==> src/rtl/jtag_dr_demux_if.sv <==
`default_nettype none
// +----------------------------------------------------------------------+
// | jtag_dr_demux_if : TAP-side strobes/data and user-side DR results    |
// | Rev 1.0                                                              |
// +----------------------------------------------------------------------+
interface jtag_dr_demux_if #(
  parameter int W = 8
);
  logic         TDI;
  logic         Sel;
  logic         CaptureDR;
  logic         ShiftDR;
  logic         UpdateDR;
  logic [W-1:0] CapIn;
  logic         ShiftOut1;
  logic         ShiftOut2;
  logic [W-1:0] UpdOut;
  logic         UpdValid;
  logic         LenErr;

  modport master (
    output TDI, Sel, CaptureDR, ShiftDR, UpdateDR, CapIn,
    input  ShiftOut1, ShiftOut2, UpdOut, UpdValid, LenErr
  );

  modport slave (
    input  TDI, Sel, CaptureDR, ShiftDR, UpdateDR, CapIn,
    output ShiftOut1, ShiftOut2, UpdOut, UpdValid, LenErr
  );
endinterface
`default_nettype wire

==> src/rtl/jtag_dr_demux.sv <==
`default_nettype none
// +----------------------------------------------------------------------+
// | jtag_dr_demux : routes TDI into BYPASS or a W-bit USER DR, with     |
// | Capture/Shift/Update, update strobe and shift-length checking.       |
// | Rev 1.0                                                              |
// +----------------------------------------------------------------------+
module jtag_dr_demux #(
  parameter int           W         = 8,
  parameter logic [W-1:0] RESET_VAL = '0,
  parameter bit           STRICT    = 1'b1
) (
  input  wire            TCK,
  input  wire            TRST_n,
  jtag_dr_demux_if.slave dr_if
);
  localparam int CW = $clog2(W + 2);
  localparam logic [CW-1:0] C_CNT_FULL = CW'(W);
  localparam logic [CW-1:0] C_CNT_OVER = CW'(W + 1);

  logic          bypass_q, bypass_d;
  logic [W-1:0]  shift_q,  shift_d;
  logic [CW-1:0] cnt_q,    cnt_d;
  logic [W-1:0]  upd_q,    upd_d;
  logic          valid_q,  valid_d;
  logic          lenerr_q, lenerr_d;

  always_comb begin
    bypass_d = bypass_q;
    shift_d  = shift_q;
    cnt_d    = cnt_q;
    upd_d    = upd_q;
    valid_d  = 1'b0;
    lenerr_d = lenerr_q;
    if (dr_if.CaptureDR) begin
      cnt_d    = '0;
      lenerr_d = 1'b0;
      if (dr_if.Sel) shift_d  = dr_if.CapIn;
      else           bypass_d = 1'b0;
    end else if (dr_if.ShiftDR) begin
      if (dr_if.Sel) begin
        shift_d = {dr_if.TDI, shift_q[W-1:1]};
        // Saturating at W+1 keeps an overrun distinguishable from an exact W.
        if (cnt_q != C_CNT_OVER) cnt_d = cnt_q + 1'b1;
      end else begin
        bypass_d = dr_if.TDI;
      end
    end else if (dr_if.UpdateDR && dr_if.Sel) begin
      if ((cnt_q == C_CNT_FULL) || !STRICT) begin
        upd_d   = shift_q;
        valid_d = 1'b1;
      end
      if (cnt_q != C_CNT_FULL) lenerr_d = 1'b1;
    end
  end

  always_ff @(posedge TCK or negedge TRST_n) begin
    if (!TRST_n) begin
      bypass_q <= 1'b0;
      shift_q  <= '0;
      cnt_q    <= '0;
      upd_q    <= RESET_VAL;
      valid_q  <= 1'b0;
      lenerr_q <= 1'b0;
    end else begin
      bypass_q <= bypass_d;
      shift_q  <= shift_d;
      cnt_q    <= cnt_d;
      upd_q    <= upd_d;
      valid_q  <= valid_d;
      lenerr_q <= lenerr_d;
    end
  end

  assign dr_if.ShiftOut1 = bypass_q;
  assign dr_if.ShiftOut2 = shift_q[0];
  assign dr_if.UpdOut    = upd_q;
  assign dr_if.UpdValid  = valid_q;
  assign dr_if.LenErr    = lenerr_q;
endmodule
`default_nettype wire
==> src/flat_wrapper.sv <==
// flat-port wrapper written by rule: the top's interface ports become plain ports
module jtag_dr_demux_flat 
#(
  parameter int           W         = 8,
  parameter logic [W-1:0] RESET_VAL = '0,
  parameter bit           STRICT    = 1'b1
)
  (TCK, TRST_n, dr_if_TDI, dr_if_Sel, dr_if_CaptureDR, dr_if_ShiftDR, dr_if_UpdateDR, dr_if_CapIn, dr_if_ShiftOut1, dr_if_ShiftOut2, dr_if_UpdOut, dr_if_UpdValid, dr_if_LenErr);
  jtag_dr_demux_if #(.W(W)) dr_if_i ();
  input  wire TCK;
  input  wire TRST_n;
  input wire logic [$bits(dr_if_i.TDI)-1:0] dr_if_TDI;
  input wire logic [$bits(dr_if_i.Sel)-1:0] dr_if_Sel;
  input wire logic [$bits(dr_if_i.CaptureDR)-1:0] dr_if_CaptureDR;
  input wire logic [$bits(dr_if_i.ShiftDR)-1:0] dr_if_ShiftDR;
  input wire logic [$bits(dr_if_i.UpdateDR)-1:0] dr_if_UpdateDR;
  input wire logic [$bits(dr_if_i.CapIn)-1:0] dr_if_CapIn;
  output wire logic [$bits(dr_if_i.ShiftOut1)-1:0] dr_if_ShiftOut1;
  output wire logic [$bits(dr_if_i.ShiftOut2)-1:0] dr_if_ShiftOut2;
  output wire logic [$bits(dr_if_i.UpdOut)-1:0] dr_if_UpdOut;
  output wire logic [$bits(dr_if_i.UpdValid)-1:0] dr_if_UpdValid;
  output wire logic [$bits(dr_if_i.LenErr)-1:0] dr_if_LenErr;
  assign dr_if_i.TDI = dr_if_TDI;
  assign dr_if_i.Sel = dr_if_Sel;
  assign dr_if_i.CaptureDR = dr_if_CaptureDR;
  assign dr_if_i.ShiftDR = dr_if_ShiftDR;
  assign dr_if_i.UpdateDR = dr_if_UpdateDR;
  assign dr_if_i.CapIn = dr_if_CapIn;
  assign dr_if_ShiftOut1 = dr_if_i.ShiftOut1;
  assign dr_if_ShiftOut2 = dr_if_i.ShiftOut2;
  assign dr_if_UpdOut = dr_if_i.UpdOut;
  assign dr_if_UpdValid = dr_if_i.UpdValid;
  assign dr_if_LenErr = dr_if_i.LenErr;
  jtag_dr_demux #(.W(W), .RESET_VAL(RESET_VAL), .STRICT(STRICT)) u_core (.TCK(TCK), .TRST_n(TRST_n), .dr_if(dr_if_i));
endmodule
==> config.mk <==
export PLATFORM = sky130hd
export DESIGN_NAME = jtag_dr_demux_flat
export DESIGN_NICKNAME = d
export VERILOG_FILES = /design/src/rtl/jtag_dr_demux_if.sv /design/src/rtl/jtag_dr_demux.sv /design/src/flat_wrapper.sv
export SDC_FILE = /design/constraint.sdc
export NUM_CORES = 1
export LEC_CHECK = 0
export ABC_AREA = 1
export CORE_UTILIZATION = 34
export CTS_CLUSTER_SIZE = 30
export DETAILED_ROUTE_END_ITERATION = 7
export PLACE_DENSITY = 0.61
export SYNTH_ARGS = -nofsm -noshare
export SYNTH_HDL_FRONTEND = slang
export SYNTH_SLANG_ARGS = --single-unit
==> constraint.sdc <==
create_clock -name TCK -period 2.05 [get_ports TCK]
set_clock_uncertainty 0.05 [all_clocks]
set_input_delay 0.5125 -clock TCK [delete_from_list [all_inputs] [get_ports TCK]]
set_output_delay 0.5125 -clock TCK [all_outputs]
set_load 0.01 [all_outputs]
# ---- Word-level counts from Yosys, hierarchy flattened
# Cells that the tools add are included.
dict set report word_totals {
  reg_bits 23
  inputBits 15
  out_inout_bits 12
  elab_cells 48
}
dict set report op_classes {
  n_addsub 1
  n_eq_ne 8
  muxes 20
  bitwise 2
  reduce_logical 11
}
# op n
set op_table {}
lappend op_table {{two-way mux 8 bit} 4}
lappend op_table {{two-way mux 4 bit} 4}
lappend op_table {{two-way mux 1 bit} 12}
lappend op_table {{AND reduction 3 bit} 4}
lappend op_table {{inequality test 2 bit, second input constant} 5}
lappend op_table {{nonzero test 2 bit} 5}
lappend op_table {{inequality test 4 bit, second input constant} 2}
lappend op_table {{adder 4 x 1 -> 4 bit, second input constant} 1}
lappend op_table {{== test 4 bit, second input constant} 1}
lappend op_table {{AND reduction 4 bit} 1}
lappend op_table {{inverter 1 bit} 2}
lappend op_table {{logical AND 1 bit} 1}

# ---- Depth between registers and ports, before layout
# Gate-level depths: netlist of run 1.
dict set report logic_depth {
  ltp_word 5
  depth_mapped 7
  depth_no_buf 7
}

# ---- Worst setup path after synthesis of run 1
# OpenSTA, ideal clock, no wires.
dict set report synth_path {
  path_kind {reg2reg}
  from {reg u_core.cnt_q[0]}
  to {reg u_core.upd_q[3], in the netlist u_core.dr_if.UpdOut[3]}
  setup_ps 118
  arrival_time_ps 1161
  required_ps 1882
  slack_ps 722
  path_stages_with_launch 8
  path_buffers 1
  synth_period_minus_slack_ps 1328
  cell_sequence {dfrtp_1 -> inv_1 -> ha_1 -> and3_4 -> nand2_2 -> buf_8 -> nand2_2 -> o21ai_2}
}
dict set report synth_via {
  elab_chain_len 2
}
# element line
set synth_lines {}
lappend synth_lines {{from (decl)} jtag_dr_demux.sv:22} ;# logic [CW-1:0] cnt_q, cnt_d;
lappend synth_lines {{from (signal assigned)} jtag_dr_demux.sv:67} ;# cnt_q <= cnt_d;
lappend synth_lines {{== test 4 bit} jtag_dr_demux.sv:48} ;# if ((cnt_q == C_CNT_FULL) || !STRICT) begin
lappend synth_lines {{AND reduction 4 bit (no line)} -}
lappend synth_lines {{to (signal assigned)} jtag_dr_demux.sv:68} ;# upd_q <= upd_d;
lappend synth_lines {{to (decl)} jtag_dr_demux.sv:23} ;# logic [W-1:0] upd_q, upd_d;
# Every way passes these cells.
# A chain may end at the register's enable or synchronous reset.

# ---- Worst setup path in the final report of run 1
dict set report layout_path {
  from {reg u_core.lenerr_q, in the netlist u_core.dr_if.LenErr}
  to {out dr_if_LenErr}
}
# element line
set layout_lines {}
lappend layout_lines {{from (decl)} jtag_dr_demux.sv:25} ;# logic lenerr_q, lenerr_d;
lappend layout_lines {{from (signal assigned)} jtag_dr_demux.sv:70} ;# lenerr_q <= lenerr_d;
lappend layout_lines {{to (decl)} flat_wrapper.sv:22} ;# output wire logic [$bits(dr_if_i.LenErr)-1:0] dr_if_LenErr;
# No word-level cell between the ends.

==> results of run 1 <==
-- state kept, by name, summed over array words and instances (netlist names) --
register / cells
u_core.cnt_q: 4
u_core.dr_if.ShiftOut1: 1
u_core.dr_if.LenErr: 1
u_core.dr_if.UpdValid: 1
u_core.shift_q: 8
u_core.dr_if.UpdOut: 8
-- power by group through the flow --
stage / logic (mW) / clock network, mW / registers (mW)
after floorplan: 0.0783 / 0 / 0.512
after global placement: 0.157 / 0 / 0.509
after detailed placement: 0.162 / 0 / 0.511
after CTS: 0.162 / 0.218 / 0.502
after global routing: 0.180 / 0.244 / 0.507
final: 0.158 / 0.210 / 0.501
-- path summary, 6_finish.rpt --
check,endpoint,slack [ns],depth (start not counted)
worst min register to register,u_core.dr_if.UpdOut[4],0.46,2
worst max-delay path,dr_if_LenErr,0.24,1
worst max register to register,u_core.dr_if.UpdOut[6],0.50,6
min in group asynchronous,u_core.dr_if.UpdOut[1],0.49,2
max in group asynchronous,u_core.cnt_q[3],1.23,2
worst min-delay path,u_core.dr_if.UpdOut[4],0.46,2
-- cell families after synthesis --
kind of cell	after synthesis	share of synthesized area (%)
simple gates	43	18.69
fa+ha+maj	3	3.379
xor+xnor	1	0.7884
flops	23	51.80
compound gates	27	16.55
buf+inv	21	8.783
-- Yosys cell counts --
cell type,number
a21oi_1,1
a31oi_1,1
and3_4,1
buf_2,3
buf_4,1
buf_8,1
dfrtp_1,23
ha_1,3
inv_1,15
inv_2,1
nand2_1,23
nand2_2,3
nand2_4,1
nand3_1,4
nand4_1,4
nor2_1,5
nor2_2,1
nor3_2,1
o211ai_1,7
o21ai_0,8
o21ai_1,2
o21ai_2,8
xor2_1,1
-- layer usage --
metal / track usage [%] / vias to the layer above / share of wire [%]
met1: 15.62 / 414 / 46
li1: - / 442 / -
met4: 5.102 / 0 / 0.59
met2: 26.95 / 19 / 50
met3: 2.838 / 2 / 3.7
met5: 0 / - / 0
-- placed cells by master, fill, tap and decap left out --
| cell type | n |
|---|---|
| o211ai_1 | 7 |
| xor2_1 | 1 |
| dfrtp_1 | 23 |
| o21ai_1 | 2 |
| nand2_2 | 3 |
| nor2_1 | 5 |
| clkinv_2 | 1 |
| buf_12 | 1 |
| o21ai_2 | 8 |
| buf_4 | 1 |
| ha_1 | 3 |
| nor3_2 | 1 |
| nand2_4 | 1 |
| nor2_2 | 1 |
| o21ai_0 | 8 |
| nand4_1 | 4 |
| a31oi_1 | 1 |
| nand3_1 | 4 |
| clkbuf_4 | 3 |
| a21oi_1 | 1 |
| and3_4 | 1 |
| clkdlybuf4s50_1 | 26 |
| inv_1 | 15 |
| nand2_1 | 23 |
| inv_2 | 1 |
-- layout make-up --
type,count,area [sq um],area share (%)
tap,44,55.05,3.813
inverter,16,60.06,4.159
multi-input combinational,74,437.9,30.33
timing repair buffer,28,287.8,19.93
clock inverter,1,5.005,0.3466
clock buffer,3,22.52,1.560
sequential,23,575.6,39.86
==> results.py, run 1 <==
metrics = {
    "finish": {
        "final_layout_size_suffix_gt1_share_pct": 15.17,
        "stdcell_count": 189,
        "finish.utilization_pct": 46.91,
        "area_growth_syn_to_layout_pct": 29.95,
        "fin_area_sq_um": 1444,
        "finalNetCount": 164,
        "antennaDiodeCount": 0,
        "fillCellCount": 310,
    },
    "sta": {
        "period_needed_ns": 1.807,
        "hold_viol_final": 0,
        "tightestPinTransition_ns": 0.3845,
        "setup-tns-final_ns": 0,
        "finalCritPeriodShare_pct": 88.14,
        "setup_viol": 0,
        "slew_violations": 0,
        "rsz0062_at_grt": "false",
        "setup_slack_ns": 0.2431,
        "finalHoldWorstSlack_ns": 0.4568,
        "relSlewSlack_pct": 74.28,
        "max_freq_mhz": 553.4,
    },
    "logic_synthesis": {
        "synth_seq_cells": 23,
        "synthCells": 118,
        "yosys-top-cells-area": "dfrtp_1, nand2_1, o21ai_2, inv_1, o211ai_1",
        "synthesis.nets": 136,
        "synth-seq-area-share_pct": 51.80,
        "synth_area_per_cell_sq_um": 9.416,
        "yosys_warnings": 0,
        "synth_top_cell_by_area": "dfrtp_1",
        "netlist_area_sq_um": 1111,
        "synth.distinct_cells": 23,
        "yosysTopAreaCellShare_pct": 51.80,
    },
    "setup_path": {
        "arrival_ns": 1.24,
        "start_kind": "flip-flop",
        "worstSetupStartpoint": "u_core.dr_if.LenErr",
        "path_cells": "clkdlybuf4s50_1",
        "crit_family": "buffers and inverters",
        "reg2reg_from": "u_core.cnt_q[0]",
        "required_ns": 1.49,
        "cpPeakStageDelay_ns": 0.55,
        "path_max_fanout": 2,
        "cp_slowest_cell": "clkdlybuf4s50_1",
        "critical_path_class": "flip-flop to output port",
        "end_kind": "output port",
        "critPathBufInv": 1,
    },
    "power": {
        "netSwitchingFraction_pct": 27.24,
        "p_comb_share_pct": 18.2,
        "ir_worst_vdd_mv": 0.2294,
        "p_sw_mw": 0.2368,
        "power.density_nw_per_um2": 601.9,
        "leakagePower_nw": 0.6574,
        "power_mw": 0.8690,
        "p_clk_share_pct": 24.1,
        "power_frac_seq_pct": 57.7,
        "intPower_mw": 0.6323,
    },
    "job": {
        "max-cap-violations": 0,
    },
    "routing": {
        "drc_errors": 0,
        "drtIter0Drc": 16,
        "routedWlPerCell_um": 10.78,
        "num_vias": 877,
        "ant_nets": 0,
        "dr.pass1.iters": 4,
        "routed_via_density": 4.640,
        "routed_wirelength_mm": 2.038,
    },
    "die": {
        "initial_core_util_pct": 36.10,
        "io_pins": 27,
        "coreArea_sq_um": 3078,
        "die_area_sq_um": 3501,
        "die_y_um": 59.17,
        "fp.dieW_um": 59.17,
        "std_cell_rows": 20,
    },
    "placed_design": {
        "numPortBuffers": 26,
        "dp_hpwl_mm": 1.547,
        "pre_cts_slack_ns": 0.09696,
        "place_area_sq_um": 1416,
        "routabilityCongestion": 0.7223,
        "dp.cells": 185,
    },
    "cts": {
        "postCtsSetupBuffers": 0,
        "clkSinkCount": 23,
        "htree_num_levels": 1,
        "cts.clk_slew.worst_paths_ns": 0.13,
        "cts-root-buf": "clkbuf_4",
        "numCtsBuffers": 3,
        "hold_buffers": 0,
        "clk_latency_ns": 0.30,
        "tritoncts": "yes",
        "clockBufferDepth": 2,
        "cts.repair.resized": 0,
    },
    "grt": {
        "grt_usage_pct": 14.25,
        "grt-ovfl-total": 0,
        "grt_max_degree": 24,
        "antenna_found_initial": 0,
        "grt_pass1_wl_mm": 3.705,
        "grt_pass1_vias": 894,
    },
    "hold_path": {
        "hold_start": "u_core.dr_if.UpdOut[4]",
        "min_path_type": "flip-flop to flip-flop",
    },
    "status": {
        "status": "complete, no violations",
    },
}
(Power assumes the default switching activity.)
==> run 2, diff against run 1 <==
SETUP_SLACK_MARGIN = 0.1   (was default)
==> results of run 2 <==
The final DEF is identical to that of run 1; final timing and power are the same.
